### src/rtl/lc2k_pkg.sv
// Shared LC2K definitions: opcode encodings, opcode field position and the
// fetch sequencer state type.
package lc2k_pkg;

  localparam logic [2:0] OP_ADD  = 3'd0;
  localparam logic [2:0] OP_NAND = 3'd1;
  localparam logic [2:0] OP_LW   = 3'd2;
  localparam logic [2:0] OP_SW   = 3'd3;
  localparam logic [2:0] OP_BEQ  = 3'd4;
  localparam logic [2:0] OP_JALR = 3'd5;
  localparam logic [2:0] OP_HALT = 3'd6;
  localparam logic [2:0] OP_NOOP = 3'd7;

  localparam int OPC_HI = 24;
  localparam int OPC_LO = 22;

  typedef enum logic [1:0] {
    ST_IDLE,
    ST_RUN,
    ST_DRAIN,
    ST_HALT
  } fetch_state_e;

  function automatic logic [2:0] opcode_of(input logic [31:0] word);
    return word[OPC_HI:OPC_LO];
  endfunction

endpackage

### src/rtl/fetch_out_reg.sv
// Valid/ready output register for fetched words. Flush drops the held word;
// a new load takes priority over the consumer draining the current one.
module fetch_out_reg #(
  parameter int ADDR_W = 16
) (
  input  logic              clk,
  input  logic              rst,
  input  logic              load_i,
  input  logic              flush_i,
  input  logic              ready_i,
  input  logic [31:0]       instr_i,
  input  logic [ADDR_W-1:0] pc_i,
  output logic              valid_o,
  output logic [31:0]       instr_o,
  output logic [ADDR_W-1:0] pc_o
);

  logic              valid_q;
  logic [31:0]       instr_q;
  logic [ADDR_W-1:0] pc_q;

  always_ff @(posedge clk or posedge rst) begin
    if (rst) begin
      valid_q <= 1'b0;
      instr_q <= '0;
      pc_q    <= '0;
    end else if (flush_i) begin
      valid_q <= 1'b0;
    end else if (load_i) begin
      valid_q <= 1'b1;
      instr_q <= instr_i;
      pc_q    <= pc_i;
    end else if (ready_i) begin
      valid_q <= 1'b0;
    end
  end

  assign valid_o = valid_q;
  assign instr_o = instr_q;
  assign pc_o    = pc_q;

endmodule

### src/rtl/imem_fetch_ctrl.sv
// LC2K instruction fetch sequencer: owns the PC, arbitrates the single memory
// port between the program loader and fetch, and stops after a halt word.
module imem_fetch_ctrl
  import lc2k_pkg::*;
#(
  parameter int         ADDR_W  = 16,
  parameter logic [2:0] HALT_OP = OP_HALT
) (
  input  logic              clk,
  input  logic              reset,
  input  logic              start,
  input  logic              load_valid,
  input  logic [ADDR_W-1:0] load_addr,
  input  logic [31:0]       load_data,
  output logic              load_ready,
  output logic [31:0]       mem_addr,
  output logic              mem_we,
  output logic [31:0]       mem_wdata,
  input  logic [31:0]       mem_instr,
  output logic              out_valid,
  input  logic              out_ready,
  output logic [31:0]       out_instr,
  output logic [ADDR_W-1:0] out_pc,
  input  logic              redirect_valid,
  input  logic [ADDR_W-1:0] redirect_pc,
  output logic              halted,
  output logic [31:0]       fetch_count
);

  fetch_state_e      state_q;
  logic [ADDR_W-1:0] pc_q;
  logic [31:0]       fetch_count_q;
  logic              halted_q;

  logic idle_like;
  logic active;
  logic grant;
  logic redir;
  logic fire;
  logic accept;
  logic start_ok;
  logic halt_hit;

  assign idle_like = (state_q == ST_IDLE) || (state_q == ST_HALT);
  assign active    = (state_q == ST_RUN) || (state_q == ST_DRAIN);
  assign grant     = idle_like && load_valid;
  assign start_ok  = idle_like && start && !load_valid;
  assign redir     = active && redirect_valid;
  assign fire      = (state_q == ST_RUN) && (!out_valid || out_ready) && !redir;
  assign accept    = out_valid && out_ready && !redir;
  assign halt_hit  = (opcode_of(mem_instr) == HALT_OP);

  // The loader owns the memory port only while the sequencer is parked.
  assign load_ready = grant;
  assign mem_we     = grant;
  assign mem_wdata  = grant ? load_data : 32'd0;
  assign mem_addr   = {{(32-ADDR_W){1'b0}}, (grant ? load_addr : pc_q)};

  always_ff @(posedge clk or posedge reset) begin
    if (reset) begin
      state_q       <= ST_IDLE;
      pc_q          <= '0;
      fetch_count_q <= '0;
      halted_q      <= 1'b0;
    end else begin
      if (accept)
        fetch_count_q <= fetch_count_q + 32'd1;
      case (state_q)
        ST_IDLE, ST_HALT: begin
          if (start_ok) begin
            state_q       <= ST_RUN;
            pc_q          <= '0;
            fetch_count_q <= '0;
            halted_q      <= 1'b0;
          end
        end
        ST_RUN: begin
          if (redir)
            pc_q <= redirect_pc;
          else if (fire) begin
            if (halt_hit)
              state_q <= ST_DRAIN;
            else
              pc_q <= pc_q + 1'b1;
          end
        end
        ST_DRAIN: begin
          if (redir) begin
            state_q <= ST_RUN;
            pc_q    <= redirect_pc;
          end else if (out_valid && out_ready) begin
            state_q  <= ST_HALT;
            halted_q <= 1'b1;
          end
        end
        default: state_q <= ST_IDLE;
      endcase
    end
  end

  fetch_out_reg #(.ADDR_W(ADDR_W)) u_out (
    .clk     (clk),
    .rst     (reset),
    .load_i  (fire),
    .flush_i (redir),
    .ready_i (out_ready),
    .instr_i (mem_instr),
    .pc_i    (pc_q),
    .valid_o (out_valid),
    .instr_o (out_instr),
    .pc_o    (out_pc)
  );

  assign halted      = halted_q;
  assign fetch_count = fetch_count_q;

endmodule
### config.mk
export PLATFORM = sky130hd
export DESIGN_NAME = imem_fetch_ctrl
export DESIGN_NICKNAME = d
export VERILOG_FILES = /design/src/rtl/lc2k_pkg.sv /design/src/rtl/fetch_out_reg.sv /design/src/rtl/imem_fetch_ctrl.sv
export SDC_FILE = /design/constraint.sdc
export NUM_CORES = 1
export LEC_CHECK = 0
export CAP_MARGIN = 20
export CORE_MARGIN = 5
export CORE_UTILIZATION = 30
export CTS_CLUSTER_DIAMETER = 200
export DETAILED_ROUTE_END_ITERATION = 10
export HOLD_SLACK_MARGIN = 0.08
export PLACE_DENSITY_LB_ADDON = 0.3
export SYNTH_ARGS = -nofsm -noshare
export SYNTH_HDL_FRONTEND = slang
export SYNTH_SLANG_ARGS = --single-unit
### constraint.sdc
create_clock -name clk -period 9.6 [get_ports clk]
set_input_delay 1.92 -clock clk [delete_from_list [all_inputs] [get_ports clk]]
set_output_delay 1.92 -clock clk [all_outputs]
set_load 0.02 [all_outputs]
======== Yosys cells after proc, flatten, opt, wreduce, memory -nomap -nowiden ========
Index checks and enable logic that the tools add are counted.
W data, S select, Z words.
word-level totals
  register bits ........................... 100
  bits in latches ......................... 0
  bits in writable memories ............... 0
  ROM bits ................................ 0
  input port bits ......................... 102
  output and inout port bits .............. 148
  logic and storage cells ................. 71
  memories kept ........................... 0
cells by class
  add/sub/neg operators ................... 2
  multiply operators ...................... 0
  div/mod/pow operators ................... 0
  $lt $le $gt $ge ......................... 0
  equal/unequal tests ..................... 14
  shifts and indexed selects .............. 0
  muxes and demuxes ....................... 25
  bitwise operators ....................... 1
  reduce and logical (&&, ||, !) cells .... 22
operators with widths
  cell                     count
  $mux W32                 4
  $mux W16                 6
  $pmux W16 S3             1
  $add A32 B1 Y32 const B  1
  $add A16 B1 Y16 const B  1
  $mux W2                  6
  $ne A2 B2 Y1 const B     6
  $logic_and A1 B1 Y1      8
  $reduce_and A4 Y1        2
  $mux W1                  6
  $ne A3 B3 Y1 const B     2
  $pmux W2 S3              1
  $reduce_and A5 Y1        1
  $eq A2 B2 Y1 const B     2
  $eq A3 B3 Y1 const B     1
  $logic_not A1 Y1         3
  $logic_or A1 B1 Y1       3
  $ne A3 B2 Y1 const B     1
  $reduce_bool A3 Y1       1
  $eq A2 B1 Y1 const B     1
  $logic_not A2 Y1         1
  $ne A2 B1 Y1 const B     1
  $pmux W1 S2              1
  $reduce_and A2 Y1        1
  3 further kinds          3

======== Logic depth before layout (Yosys ltp) ========
  depth after elaboration ................. 8
  mapped depth ............................ 10
  mapped depth without buffers ............ 7

======== By module ========
From an unflattened synthesis, not the netlist that was laid out.
second synthesis, totals
  cells, all modules ...................... 517
  area, all modules ....................... 5,426.5 um^2
modules (own cells, without submodules)
  module           times used  cells each  area an instance (um^2)  sequential area each (um^2)
  imem_fetch_ctrl  1           410         3,485.8                  1,276.2
  fetch_out_reg    1           107         1,940.6                  1,226.2

======== Worst setup path before layout ========
Ideal clock, no wire load.
  path kind ............................... in2out
  from .................................... in load_valid
  to ...................................... out mem_addr[11]
  arrival time ............................ 3.194 ns
  required time ........................... 7.680 ns
  path slack .............................. 4.486 ns
  stages on the path ...................... 4
  buffers on the path ..................... 1
  cells stage by stage .................... nand2_1 -> buf_1 -> inv_1 -> o21ai_0
between the ends
  word-level cells in the longest chain between the ends .. 2
RTL lines
  element              line                   text
  start: declaration   imem_fetch_ctrl.sv:12  input logic load_valid,
  $logic_and A1 B1 Y1  imem_fetch_ctrl.sv:46  assign grant = idle_like && load_valid;
  via load_ready       imem_fetch_ctrl.sv:15  output logic load_ready,
  $mux W16             imem_fetch_ctrl.sv:57  assign mem_addr = {{(32-ADDR_W){1'b0}}, (grant ? load_addr : pc_q)};
  end: declaration     imem_fetch_ctrl.sv:16  output logic [31:0] mem_addr,
The timed path passes the listed nets, and every way through them passes these cells.

======== Worst setup path after layout ========
  from .................................... in load_valid
  to ...................................... out mem_addr[11]
between the ends
  word-level cells in the longest chain between the ends .. 2
RTL lines
  element              line
  $logic_and A1 B1 Y1  imem_fetch_ctrl.sv:46
  $mux W16             imem_fetch_ctrl.sv:57
No other way between the ends.

==> flow_metrics.tcl <==
set metrics [dict create \
    outcome "finished, final reports clean" \
    grt_pass1_wl_mm 25.15 \
    final_cell_count_no_fill 993 \
    number_of_cells_traversed_by_the_worst_register_to_register_path 9 \
    synth-edff-count 0 \
    dieHeight_um 144.6 \
    routed_wire_length_per_instance_um 16.61 \
    area_inside_the_core_boundary_mm2 0.01790 \
    layout_filler_cell_count 1692 \
    layout.core_utilization 0.4597 \
    worst_ep_arrival_time_ps 4790 \
    p_clk_frac 0.177 \
    cts.path.max_buffers 2 \
    fin_nets 866 \
    p_switching_w 0.0009011 \
    clock_insertion_delay_worst_skew_ps 340 \
    routed_wl_mm 16.49 \
    min_path_cells 2 \
    grtUsageTotal 0.1512 \
    max_slew.worst_pin.slew_ps 805.1 \
    worst_path_max_delay_cell "clkdlybuf4s50_1" \
    cp_cell_sequence "clkdlybuf4s50_1 -> nand2_1 -> inv_1 -> nand2_1 -> o21ai_0 -> clkdlybuf4s50_1" \
    cts-htree-levels 3 \
    setup.worst_path.start "load_valid" \
    worst_ir_drop_vdd_mv 0.1513 \
    cts_tree "built" \
    clkSinkCount 100 \
    fin_crit_ps 6714 \
    hold_path_startpoint "u_out.pc_o[6]$_DFFE_PP0P_" \
    critical_path.reg2reg.startpoint "state_q[0]$_DFFE_PP0P_" \
    ys_dominant_reg_cell "dfrtp_1" \
    hold-path-endpoint "u_out.pc_o[6]$_DFFE_PP0P_" \
    ys_seq_area_frac 0.4604 \
    place.gp.congestion 0.7935 \
    holdCritPathClass "reg2reg" \
    slew-limit-headroom 0.4616 \
    stdcell_area_mm2 0.008229 \
    cts_root_buf "clkbuf_16" \
    synthesis.yosys.warnings 0 \
    post-synth-top-area-cell "dfrtp_1" \
    power.share.switching 0.3942 \
    synthToLayoutAreaGrowth_pct 51.40 \
    crit_path_start_kind "input pin" \
    start_util 0.3036 \
    numCtsBuffers 9 \
    synth_top_cells_by_area "dfrtp_1 (46%), mux2_2 (12%), and3_1 (4.4%), nand2_1 (3.7%), nor2_1 (2.9%)" \
    reg2reg_slack_ps 6320 \
    totalPowerFinal_w 0.002286 \
    total_leakage_power_nw 3.536 \
    numPortBuffers 233 \
    synth_commonest_cells "dfrtp_1 (100), mux2_2 (58), nand2_1 (54)" \
    num_vias 4832 \
    final.period_utilization 0.6994 \
    antenna_found_initial 1 \
    grt_setup_unrepaired "no" \
    clkTransAtPathRegs_ps 70 \
    drc 0 \
    grt_pass1_vias 4741 \
    share_comb_of_total_power 0.539 \
    detailedRoute.firstPassIterationCount 4 \
    reg2reg_to "state_q[1]$_DFFE_PP0P_" \
    postSynthRegisterBits 100 \
    floorplan.die_area_mm2 0.02091 \
    maximum_single_stage_delay_on_the_critical_path_ps 990 \
    grt_overflow 0 \
    crit_fanout 34 \
    cellPowerDensity_mw_per_mm2 277.8 \
    most_frequent_cell_after_synthesis "dfrtp_1" \
    worst_clock_skew_ps 7.029 \
    cap_violations 0 \
    power_report.internal_total_w 0.001385 \
    detail_route.iter0.violations 278 \
    row_count 49 \
    hold_viol 0 \
    chipWidth_um 144.6 \
    postSynthCellCount 542 \
    synth_area_mm2 0.005435 \
    post_cts_resize_count 0 \
    syn_avg_cell_area_um2 10.03 \
    crit_path_category "in2out" \
    largest_net_degree_at_the_start_of_global_routing 56 \
    required_ps 7680 \
    drive_above_1_share 0.1243 \
    synthArstFlopShare 1.000 \
    sequential_group_share_of_total_power 0.284 \
    max_clock_freq_mhz 148.9 \
    pin_count 250 \
    setup.worst_path.end_class "output port" \
    post-cts-setup-buffer-count 0 \
    slew_violations 0 \
    multi_input_area_mm2 0.002686 \
    yosysUniqueCellTypes 59 \
    setup_violations 0 \
    dpl.cell_count 977 \
    dpl_cell_area_mm2 0.007900 \
    holdBufCountCts 0 \
    n_antenna_cell 0 \
    post-synth-top-area-fraction 0.4604 \
    setup-tns-final_ps 0 \
    ff_latch_area_mm2 0.002502 \
    antenna_violating_nets_post_route 0 \
    vias_per_cell 4.866 \
    place_hpwl_mm 12.41 \
]
## kinds of logic (layout without fill, tap and decap cells)
kind of cell | count (synthesis) | in the layout | synth area share
AOI/OAI and AO/OA | 80 | 80 | 0.09646
xor gates and xnor gates | 28 | 28 | 0.04512
adders and majority gates | 5 | 5 | 0.01151
buffers and inverters | 61 | 268 | 0.05709
DFF | 100 | 100 | 0.4604
muxes | 62 | 62 | 0.1275
other | 1 | 16 | 0.0006899
and+or+nand+nor | 205 | 205 | 0.2012
## per-stage QoR
stage | hold slack, ps | setup slack, ps
after floorplan | 494.8 | 4486
after global placement | 461.8 | 2914
after detailed placement | 470.8 | 2877
after CTS | 485.9 | 2877
after global routing | 502.4 | 2556
final | 481.5 | 2886
## worst max path at each step
| stage | to | slack [ps] |
|---|---|---|
| floorplan | mem_addr[11] | 4490 |
| global placement | mem_addr[11] | 2910 |
| detailed placement | mem_addr[11] | 2880 |
| CTS | mem_addr[11] | 2880 |
| global route | mem_addr[6] | 2560 |
| finish | mem_addr[11] | 2890 |
## flip-flops by register name, summed over array words and instances, names as in the netlist
register       flops
halted             1
u_out.instr_o     32
u_out.pc_o        16
fetch_count       32
u_out.valid_o      1
state_q            2
pc_q              16
## metal layers
metal	routed length, um	share of wire	track usage	vias to the layer above
li1	-	-	-	2325
met1	6901	0.42	0.1900	2305
met2	7868	0.48	0.2509	178
met3	1337	0.081	0.03803	22
met4	369	0.022	0.05744	2
met5	13	0.00079	0	-
## worst max-delay path, delay by kind of cell
kind	cells	cell delay, ps
buf+inv	3	1990
simple gates	2	790
compound gates	1	70
## layout by cell type (no fill, tap or decap), types with 3 or more instances in the layout
master | netlist | final
clkbuf_16 | 0 | 9
conb_1 | 1 | 16
nor3_1 | 4 | 4
nand3_1 | 17 | 16
a221oi_1 | 3 | 3
o31ai_1 | 4 | 4
a211oi_1 | 4 | 4
buf_4 | 19 | 5
o21ai_0 | 23 | 23
mux2i_1 | 4 | 4
nand2_1 | 54 | 54
nor4_1 | 5 | 5
xnor2_1 | 14 | 14
mux2_2 | 58 | 58
nand2b_1 | 4 | 4
xor2_1 | 14 | 14
inv_1 | 14 | 13
a31oi_1 | 4 | 4
a22oi_1 | 3 | 3
dfrtp_1 | 100 | 100
and3_1 | 38 | 38
clkdlybuf4s50_1 | 0 | 233
ha_1 | 5 | 5
nand4_1 | 13 | 13
or4_1 | 4 | 4
a221o_1 | 4 | 4
nor2_1 | 42 | 41
a21oi_1 | 18 | 18
## final cells by class
type	count	area share
clock inverters	3	0.008362
multi-input cells	396	0.3264
clock buffers	13	0.03163
repair buffers	238	0.2880
inverters	14	0.006690
flip-flops and latches	100	0.3041
well taps	229	0.03482
## power by group through the flow
| stage | logic, W | clock network (W) | registers (W) |
|---|---|---|---|
| CTS | 0.00125 | 0.000417 | 0.000650 |
| detailed placement | 0.00124 | 0 | 0.000657 |
| finish | 0.00123 | 0.000404 | 0.000649 |
| global placement | 0.00124 | 0 | 0.000653 |
| global route | 0.00132 | 0.000435 | 0.000666 |
| floorplan | 0.000636 | 0 | 0.000754 |
Power figures use the tool's default switching activity.
